<file path="src/rtl/negate_accumulate.sv">
// ---------------------------------------------------------------------------
// negate_accumulate
//
// Signed add/subtract accumulator fed by narrow two's-complement operands.
// The block has two pipeline stages joined by valid/ready handshakes.
// Stage 1 sign-extends the operand and, for a subtract, negates it at full
// accumulator width.
// Stage 2 adds the conditioned operand onto the running sum, or onto zero for
// a clear op. It then holds the result until downstream consumes it.
//
// Parameters
//   WIDTH      operand width in bits (signed)
//   ACC_WIDTH  accumulator width in bits (signed), must exceed WIDTH
//
// Ports
//   clk        rising-edge clock
//   rst_n      asynchronous active-low reset, clears all state
//   in_valid   operand transaction offered
//   in_ready   block can accept an operand this cycle (combinational)
//   in_data    signed operand
//   in_sub     1 = subtract operand, 0 = add
//   in_clr     1 = accumulate onto zero instead of the current sum
//   out_valid  result transaction offered
//   out_ready  downstream accepts the result
//   out_acc    accumulator value after the op carried by this result
//   ovf        sticky signed-overflow flag, cleared by a clear op
//   op_count   ops accumulated since reset or the last clear op (wraps)
// ---------------------------------------------------------------------------
module negate_accumulate #(
  parameter int WIDTH     = 4,
  parameter int ACC_WIDTH = 8
) (
  input  logic                 clk,
  input  logic                 rst_n,
  input  logic                 in_valid,
  output logic                 in_ready,
  input  logic [WIDTH-1:0]     in_data,
  input  logic                 in_sub,
  input  logic                 in_clr,
  output logic                 out_valid,
  input  logic                 out_ready,
  output logic [ACC_WIDTH-1:0] out_acc,
  output logic                 ovf,
  output logic [7:0]           op_count
);

  localparam int EXT_BITS = ACC_WIDTH - WIDTH;

  logic                 s1_valid;
  logic [ACC_WIDTH-1:0] s1_op;
  logic                 s1_clr;

  logic                 accept;
  logic                 adv2;
  logic [ACC_WIDTH-1:0] ext;
  logic [ACC_WIDTH-1:0] cond_op;
  logic [ACC_WIDTH-1:0] base;
  logic [ACC_WIDTH-1:0] sum;
  logic                 sign_ovf;

  // Stage 2 can take the stage-1 op whenever the output register is empty
  // or is being drained this cycle. Stage 1 can refill in the same cycle
  // it empties, which gives one op per cycle of throughput.
  assign adv2     = s1_valid && (!out_valid || out_ready);
  assign in_ready = !s1_valid || adv2;
  assign accept   = in_valid && in_ready;

  // The operand is negated after sign extension, so the most negative
  // operand still has a representable negation (-8 becomes +8 for 4 bits).
  always_comb begin
    ext     = {{EXT_BITS{in_data[WIDTH-1]}}, in_data};
    cond_op = ext;
    if (in_sub) begin
      cond_op = ~ext + ACC_WIDTH'(1);
    end
  end

  // The sum wraps at accumulator width. Signed overflow occurs when both
  // addends have the same sign and the sum's sign differs from theirs.
  always_comb begin
    base     = s1_clr ? '0 : out_acc;
    sum      = base + s1_op;
    sign_ovf = (base[ACC_WIDTH-1] == s1_op[ACC_WIDTH-1]) &&
               (sum[ACC_WIDTH-1] != base[ACC_WIDTH-1]);
  end

  // Stage 1 register. A new acceptance takes priority over emptying,
  // because both can happen in the same cycle.
  always_ff @(posedge clk or negedge rst_n) begin
    if (!rst_n) begin
      s1_valid <= 1'b0;
      s1_op    <= '0;
      s1_clr   <= 1'b0;
    end else if (accept) begin
      s1_valid <= 1'b1;
      s1_op    <= cond_op;
      s1_clr   <= in_clr;
    end else if (adv2) begin
      s1_valid <= 1'b0;
    end
  end

  // Stage 2 register. out_acc is the accumulator itself, so a stalled
  // result also holds the running sum steady.
  always_ff @(posedge clk or negedge rst_n) begin
    if (!rst_n) begin
      out_valid <= 1'b0;
      out_acc   <= '0;
      ovf       <= 1'b0;
      op_count  <= 8'd0;
    end else if (adv2) begin
      out_valid <= 1'b1;
      out_acc   <= sum;
      ovf       <= (s1_clr ? 1'b0 : ovf) | sign_ovf;
      op_count  <= s1_clr ? 8'd1 : op_count + 8'd1;
    end else if (out_ready) begin
      out_valid <= 1'b0;
    end
  end

endmodule

</file>
<file path="config.mk">
export PLATFORM = sky130hd
export DESIGN_NAME = negate_accumulate
export DESIGN_NICKNAME = d
export VERILOG_FILES = /design/src/rtl/negate_accumulate.sv
export SDC_FILE = /design/constraint.sdc
export NUM_CORES = 1
export LEC_CHECK = 0
export ABC_AREA = 1
export BUFFER_PORTS_ARGS = -buffer_cell sky130_fd_sc_hd__buf_2
export CAP_MARGIN = 5
export CORE_ASPECT_RATIO = 1.1
export CORE_MARGIN = 2
export CORE_UTILIZATION = 43
export CTS_CLUSTER_SIZE = 14
export DETAILED_ROUTE_END_ITERATION = 10
export PLACE_DENSITY = 0.7
export SYNTH_ARGS = -nofsm -noshare
export SYNTH_HDL_FRONTEND = slang
export SYNTH_SLANG_ARGS = --single-unit
</file>
<file path="constraint.sdc">
create_clock -name clk -period 2.35 [get_ports clk]
set_clock_uncertainty 0.05 [all_clocks]
set_input_delay 0 -clock clk [delete_from_list [all_inputs] [get_ports clk]]
set_output_delay 0 -clock clk [all_outputs]
set_load 0.03 [all_outputs]
</file>
# Word-level counts from Yosys, hierarchy flattened
# Cells that the tools add are included.
[totals]
mem_bits_ro = 0
regBits = 28
ramBits = 0
latch_bits = 0
memories = 0
out_inout_bits = 19
[op_classes]
n_reduce_logical = 9
n_eq_ne = 2
n_addsub = 3
n_mul = 0
div = 0
muxes = 8
shift = 0
order_cmp = 0
n_bitwise = 2
[ops]
columns = ["cell", "count"]
rows = [
  ["two-way mux 8 bit", 3],
  ["adder 8 x 1 -> 8 bit (second input constant)", 2],
  ["adder 8 bit", 1],
  ["NOT 8 bit", 1],
  ["two-way mux 1 bit", 5],
  ["nonzero test 2 bit", 2],
  ["logical AND 1 bit", 3],
  ["logical NOT 1 bit", 2],
  ["logical OR 1 bit", 2],
  ["equality test 1 bit", 1],
  ["!= test 1 bit", 1],
  ["OR 1 bit", 1],
]

# Longest topological paths before layout
# Gate-level depths: netlist of run 1.
[logic_depth]
depth_word = 6
depth_mapped = 12
mapped_depth_nobuf = 11

# Worst setup path after synthesis of run 1
# OpenSTA, ideal clock, no wires.
[synth_timing]
path_type = "reg2reg"
start = "reg out_acc[0]"
end = "reg out_acc[4]"
stages_incl_launch_ff = 10
period_less_slack_ps = 1779
setup_time_ps = 76
setup_slack_ps = 571
t_arrival_ps = 1652
required_ps = 2224
cell_sequence = "dfrtp_1 -> inv_1 -> nor2_1 -> ha_1 -> inv_1 -> fa_1 -> nor2_1 -> nor2_1 -> xor2_1 -> o21ai_1"
[synth_via]
elab_chain_cells = 2
[synth_rtl]
columns = ["item", "line", "text"]
rows = [
  ["start, declared", "42", "output logic [ACC_WIDTH-1:0] out_acc,"],
  ["start signal, assigned", "113", "out_acc <= sum;"],
  ["two-way mux 8 bit", "81", "base = s1_clr ? '0 : out_acc;"],
  ["adder 8 bit", "82", "sum = base + s1_op;"],
]
# Every way passes these cells.
# A chain may end at the register's enable or synchronous reset.

# Worst setup path after layout of run 1
[layout_timing]
start = "reg s1_clr"
end = "reg out_acc[4]"
[layout_via]
elab_chain_cells = 2
[layout_rtl]
columns = ["item", "line", "text"]
rows = [
  ["start, declared", "51", "logic s1_clr;"],
  ["start signal, assigned", "97", "s1_clr <= in_clr;"],
  ["two-way mux 8 bit", "81", ""],
  ["adder 8 bit", "82", ""],
]
# Every way passes these cells.

==> impl_metrics.ini, run 1 <==
[cells_and_area]
layout.nets = 278
drive_gt1_frac = 0.191
final_common_cell = nand2_1
fillers = 380
area_growth_pct = 17.0
mostFrequentLayoutCells = 64 x nand2_1, 31 x inv_1, 28 x buf_2
post-route-util = 0.531
antenna_cells = 0

[power]
p_clk_frac = 0.136
power.switching_mw = 0.939
p_seq_frac = 0.362
ir_drop_mv = 0.340
swShare = 0.470
leakagePower_nw = 1.07
combPwrFrac = 0.502
p_per_area_nw_per_um2 = 1020
p_int_mw = 1.06

[grt]
antenna_found_initial = 0
grt_usage = 0.170
grt_pass1_vias = 1431
grt_pass1_wl_um = 6070
gr-total-overflow = 0
grt_max_degree = 28

[setup_path]
r2r_setup_slack_ps = 530
crit_required_ps = 2510
regToRegStartpoint = s1_clr
cp_max_fo = 8
r2r-end = out_acc[4]
cp_data_arrival_time_ps = 1990
ff2ff_path_depth = 8
cp-start-kind = flop
cp-end-kind = flop
path_class = flop to flop

[clock_tree]
cts_made_buffers = 3
cts_hold_buf = 7
cts_sinks = 27
clk_pin_slew_ps = 100
insertion_delay_ps = 280
cts_tree = done
clock-root-buffer = clkbuf_8
cts_max_path_buffers = 2
postCtsSetupBuffers = 0
cts-resized-gates = 0
h-tree-depth = 1

[sta]
period_minus_slack_ps = 1820
tightest_slew_ps = 618
setup_viol = 0
period_share = 0.776
report.final.slew_viol_count = 0
tns_ps = 0
rsz0062_at_grt = no
final_hold_viol_count = 0
fmax_ghz = 0.548
max_slew_margin = 0.588

[floorplan]
die-area_um2 = 4400
rows = 23
initial_utilization = 0.454
die_w_um = 63.4
design.core.area_um2 = 3680
ioPinCount = 29
die_y_um = 69.4

[routing]
drtIter0Drc = 89
drc_errors = 0
wl_per_cell_um = 10.8
wirelength_um = 3310
ant_nets = 0
routed_via_density = 4.68
vias = 1433
drt-pass1-iter-count = 4

[yosys]
syn-cell-area_um2 = 1670
yosysUniqueCellTypes = 28
synth-seq-cells = 27
seq_area_frac_synth = 0.404
synth_nets = 242
yosysWarnings = 0
syn-instance-count = 221
avgSynthCellArea_um2 = 7.56

[placed_design]
portBuffers = 28
hpwl_um = 2490
gp_congestion = 0.816

[status]
status = finished, final reports clean

[job]
cap_viol_max_count = 0

[hold_path]
hold_depth = 3
hold_start = in_data[2]
hold_path_end = s1_op[2]
hold_class = input pin to flop
## power groups by stage
stage	Clock (mW)	Combinational, mW	Sequential, mW
detailed placement	0	1.00	0.733
global route	0.298	1.15	0.747
CTS	0.278	1.02	0.724
finish	0.272	1.00	0.723
global placement	0	0.994	0.728
floorplan	0	0.568	0.926
## final cells by class
class,count,area (um^2),area share
Clock inverter,1,5.00,0.00256
Clock buffer,3,41.3,0.0211
Inverter,38,145,0.0742
Timing Repair Buffer,35,210,0.107
Multi-Input combinational cell,152,816,0.417
Tap cell,50,62.6,0.0320
Sequential cell,27,676,0.345
## Yosys cell counts
master     n  area (um^2)
a21oi_2    1         8.76
inv_2      6         22.5
ha_1      10          125
nand2_4    1         11.3
clkbuf_2   1         5.00
inv_4      1         6.26
nor2_4     1         11.3
xor2_1     3         26.3
nor3b_2    1         12.5
o21ai_1   10         50.1
o211ai_1   1         7.51
nand4_1    3         18.8
inv_1     31          116
buf_6      2         22.5
nand2_2    2         12.5
nor3_2     3         30.0
nor3_1     1         5.00
buf_4      1         7.51
nand3_1   15         75.1
a21oi_1    7         35.0
nand3_2    1         10.0
o21ai_0    5         25.0
nand2_1   64          240
nor2_1    20         75.1
a22oi_1    1         7.51
xnor2_1    1         8.76
fa_1       1         20.0
dfrtp_1   27          676
## per-layer routing
| layer | routed length [um] | global-route usage | vias up |
|---|---|---|---|
| met3 | 110 | 0.0260 | 5 |
| met1 | 1590 | 0.212 | 642 |
| li1 | - | - | 762 |
| met5 | 0 | 0 | - |
| met2 | 1560 | 0.295 | 24 |
| met4 | 46 | 0.0580 | 0 |
## worst max-delay path: stages (launching register included)
cell	delay [ps]
dfrtp_1	500
nor2_1	140
ha_1	170
inv_1	50
fa_1	420
nor2_1	120
nor2_1	50
xor2_1	130
o21ai_1	110
## how the worst max path moves through the flow
stage,start,to,slack [ps],cells after the start
after global placement,s1_clr,out_acc[6],590,10
after detailed placement,s1_clr,out_acc[6],550,10
after floorplan,out_acc[0],out_acc[4],570,9
after global routing,s1_clr,ovf,360,11
after CTS,s1_clr,out_acc[4],530,8
final,s1_clr,out_acc[4],530,8
## through the flow
stage | cells | area, um^2 | hold slack, ps | worst slack [ps] | power, mW
2_1_floorplan | 221 | 1670 | -346 | 571 | 1.49
3_3_place_gp | 295 | 1840 | -4.67 | 586 | 1.72
3_5_place_dp | 295 | 1840 | 0.0718 | 550 | 1.74
4_1_cts | 306 | 1960 | 30.6 | 530 | 2.02
5_1_grt | 306 | 1960 | 51.3 | 357 | 2.19
6_report | 306 | 1960 | 15.5 | 525 | 2.00
## registers in the layout, indices dropped and copies added, names as in the netlist
name / cells
s1_op: 7
op_count: 8
ovf: 1
s1_clr: 1
out_acc: 8
s1_valid: 1
out_valid: 1
## cells by family after synthesis
group                      synth area share
buffers and inverters                 0.108
xor gates and xnor gates             0.0210
DFF                                   0.404
and+or+nand+nor                       0.300
adders and majority gates            0.0868
AOI/OAI and AO/OA                    0.0801
Power figures use the tool's default switching activity.
==> run 2, diff against run 1 <==
--- a/config.mk
+++ b/config.mk
@@ -13,7 +13,7 @@
 export CORE_UTILIZATION = 43
 export CTS_CLUSTER_SIZE = 14
 export DETAILED_ROUTE_END_ITERATION = 10
-export PLACE_DENSITY = 0.7
+export PLACE_DENSITY = 0.72
 export SYNTH_ARGS = -nofsm -noshare
 export SYNTH_HDL_FRONTEND = slang
 export SYNTH_SLANG_ARGS = --single-unit
==> constraint.sdc (replaced) <==
create_clock -name clk -period 1.5 [get_ports clk]
set_clock_uncertainty 0.05 [all_clocks]
set_input_delay 0 -clock clk [delete_from_list [all_inputs] [get_ports clk]]
set_output_delay 0 -clock clk [all_outputs]
set_load 0.03 [all_outputs]
==> impl_metrics.ini, run 2 (same netlist as run 1, synthesis figures left out) <==
[sta]
fmax_ghz = 0.594
period_share = 1.12
tns_ps = -1120
max_slew_margin = 0.589
tightest_slew_ps = 617
period_minus_slack_ps = 1680
setup_viol = 8
setup_ws_ps = -184
rsz0062_at_grt = yes
report.final.slew_viol_count = 0
fin_hold_ws_ps = 9.15
final_hold_viol_count = 0

[clock_tree]
insertion_delay_ps = 270
cts_made_buffers = 3
h-tree-depth = 1
cts_tree = done
clk_pin_slew_ps = 100
cts_max_path_buffers = 2
cts_sinks = 27
clock-root-buffer = clkbuf_8

[placed_design]
preCtsSetupSlack_ps = -239
portBuffers = 28
dp.cells = 307
hpwl_um = 2550
place_area_um2 = 1940
gp_congestion = 0.778

[routing]
ant_nets = 0
wirelength_um = 3510
vias = 1537
drtIter0Drc = 36
drc_errors = 0
wl_per_cell_um = 10.9
drt-pass1-iter-count = 4
routed_via_density = 4.77

[power]
power.switching_mw = 1.61
p_int_mw = 1.97
p_seq_frac = 0.316
p_clk_frac = 0.116
leakagePower_nw = 1.16
ir_drop_mv = 0.547
swShare = 0.451
combPwrFrac = 0.567
p_per_area_nw_per_um2 = 1630

[hold_path]
hold_start = in_data[2]
hold_depth = 3
hold_class = input pin to flop
hold_path_end = s1_op[2]

[floorplan]
die_y_um = 69.4
die-area_um2 = 4400
initial_utilization = 0.454
die_w_um = 63.4
rows = 23
design.core.area_um2 = 3680
ioPinCount = 29

[setup_path]
r2r-end = out_acc[4]
crit_required_ps = 1650
path_class = flop to flop
regToRegStartpoint = s1_clr
cp-end-kind = flop
cp_max_fo = 6
ff2ff_path_depth = 8
cp_data_arrival_time_ps = 1840
r2r_setup_slack_ps = -180
cp-start-kind = flop

[grt]
grt_pass1_wl_um = 6440
grt_usage = 0.180
grt_pass1_vias = 1534
grt_max_degree = 28
gr-total-overflow = 0
antenna_found_initial = 0

[cells_and_area]
fin_cells = 322
postLayoutCellArea_um2 = 2200
drive_gt1_frac = 0.324
layout.nets = 294
antenna_cells = 0
reg_top3 = op_count (8), out_acc (8), s1_op (7)
final_common_cell = nand2_1
area_growth_pct = 31.4
mostFrequentLayoutCells = 58 x nand2_1, 29 x inv_1, 28 x buf_2

[status]
violations = setup timing
status = complete, but fails checks

[job]
cap_viol_max_count = 0
-- run 2: stage by stage --
step / total power [mW] / utilization
after floorplan: 2.37 / -
after global routing: 3.91 / 0.596
after CTS: 3.52 / 0.583
final: 3.58 / 0.596
after global placement: 2.91 / 0.527
after detailed placement: 2.94 / 0.527
-- run 2: cell type report --
type,count,area (um^2)
clock buffer,3,41.3
clock inverter,1,7.51
fill,371,1490
inverter,38,145
multi-input combinational,152,915
sequential,27,682
tap,50,62.6
timing repair buffer,51,343
-- run 2: how the worst max path moves through the flow --
stage | slack, ps | endpoint | from | cells past startpoint
floorplan | -140 | out_acc[4] | s1_clr | 9
global placement | -210 | out_acc[4] | s1_clr | 8
detailed placement | -240 | out_acc[6] | s1_clr | 10
CTS | -180 | out_acc[4] | s1_clr | 8
global route | -320 | out_acc[6] | s1_clr | 10
finish | -180 | out_acc[4] | s1_clr | 8
-- run 2: what timing repair did --
item / 4_1_cts / 5_1_grt
cloned: 0 / 0
hold buffers: 7 / 0
resized for setup: 13 / 6
pin swaps: 4 / 7
endpoints found under the setup margin: 8 / 8
hold endpoints to repair: 33 / 0
setup buffers: 2 / 2
-- run 2: per-layer routing --
layer  track usage  wire length, um
met5             0                0
met4        0.0604               90
met3        0.0260               97
met2         0.319             1730
met1         0.222             1590
-- run 2: worst max-delay path: stages, from the launching register on --
cell	delay, ps
dfrtp_2	480
nor2_2	100
ha_2	190
inv_2	40
fa_2	350
nor2_1	100
nor2_1	50
xor2_1	130
o21ai_1	120
-- run 2: power by group through the flow --
stage          Clock (mW)  Sequential (mW)  Combinational (mW)
2_1_floorplan           0             1.47               0.902
3_3_place_gp            0             1.13                1.78
3_5_place_dp            0             1.13                1.80
4_1_cts             0.441             1.13                1.95
5_1_grt             0.468             1.16                2.28
6_report            0.416             1.13                2.03
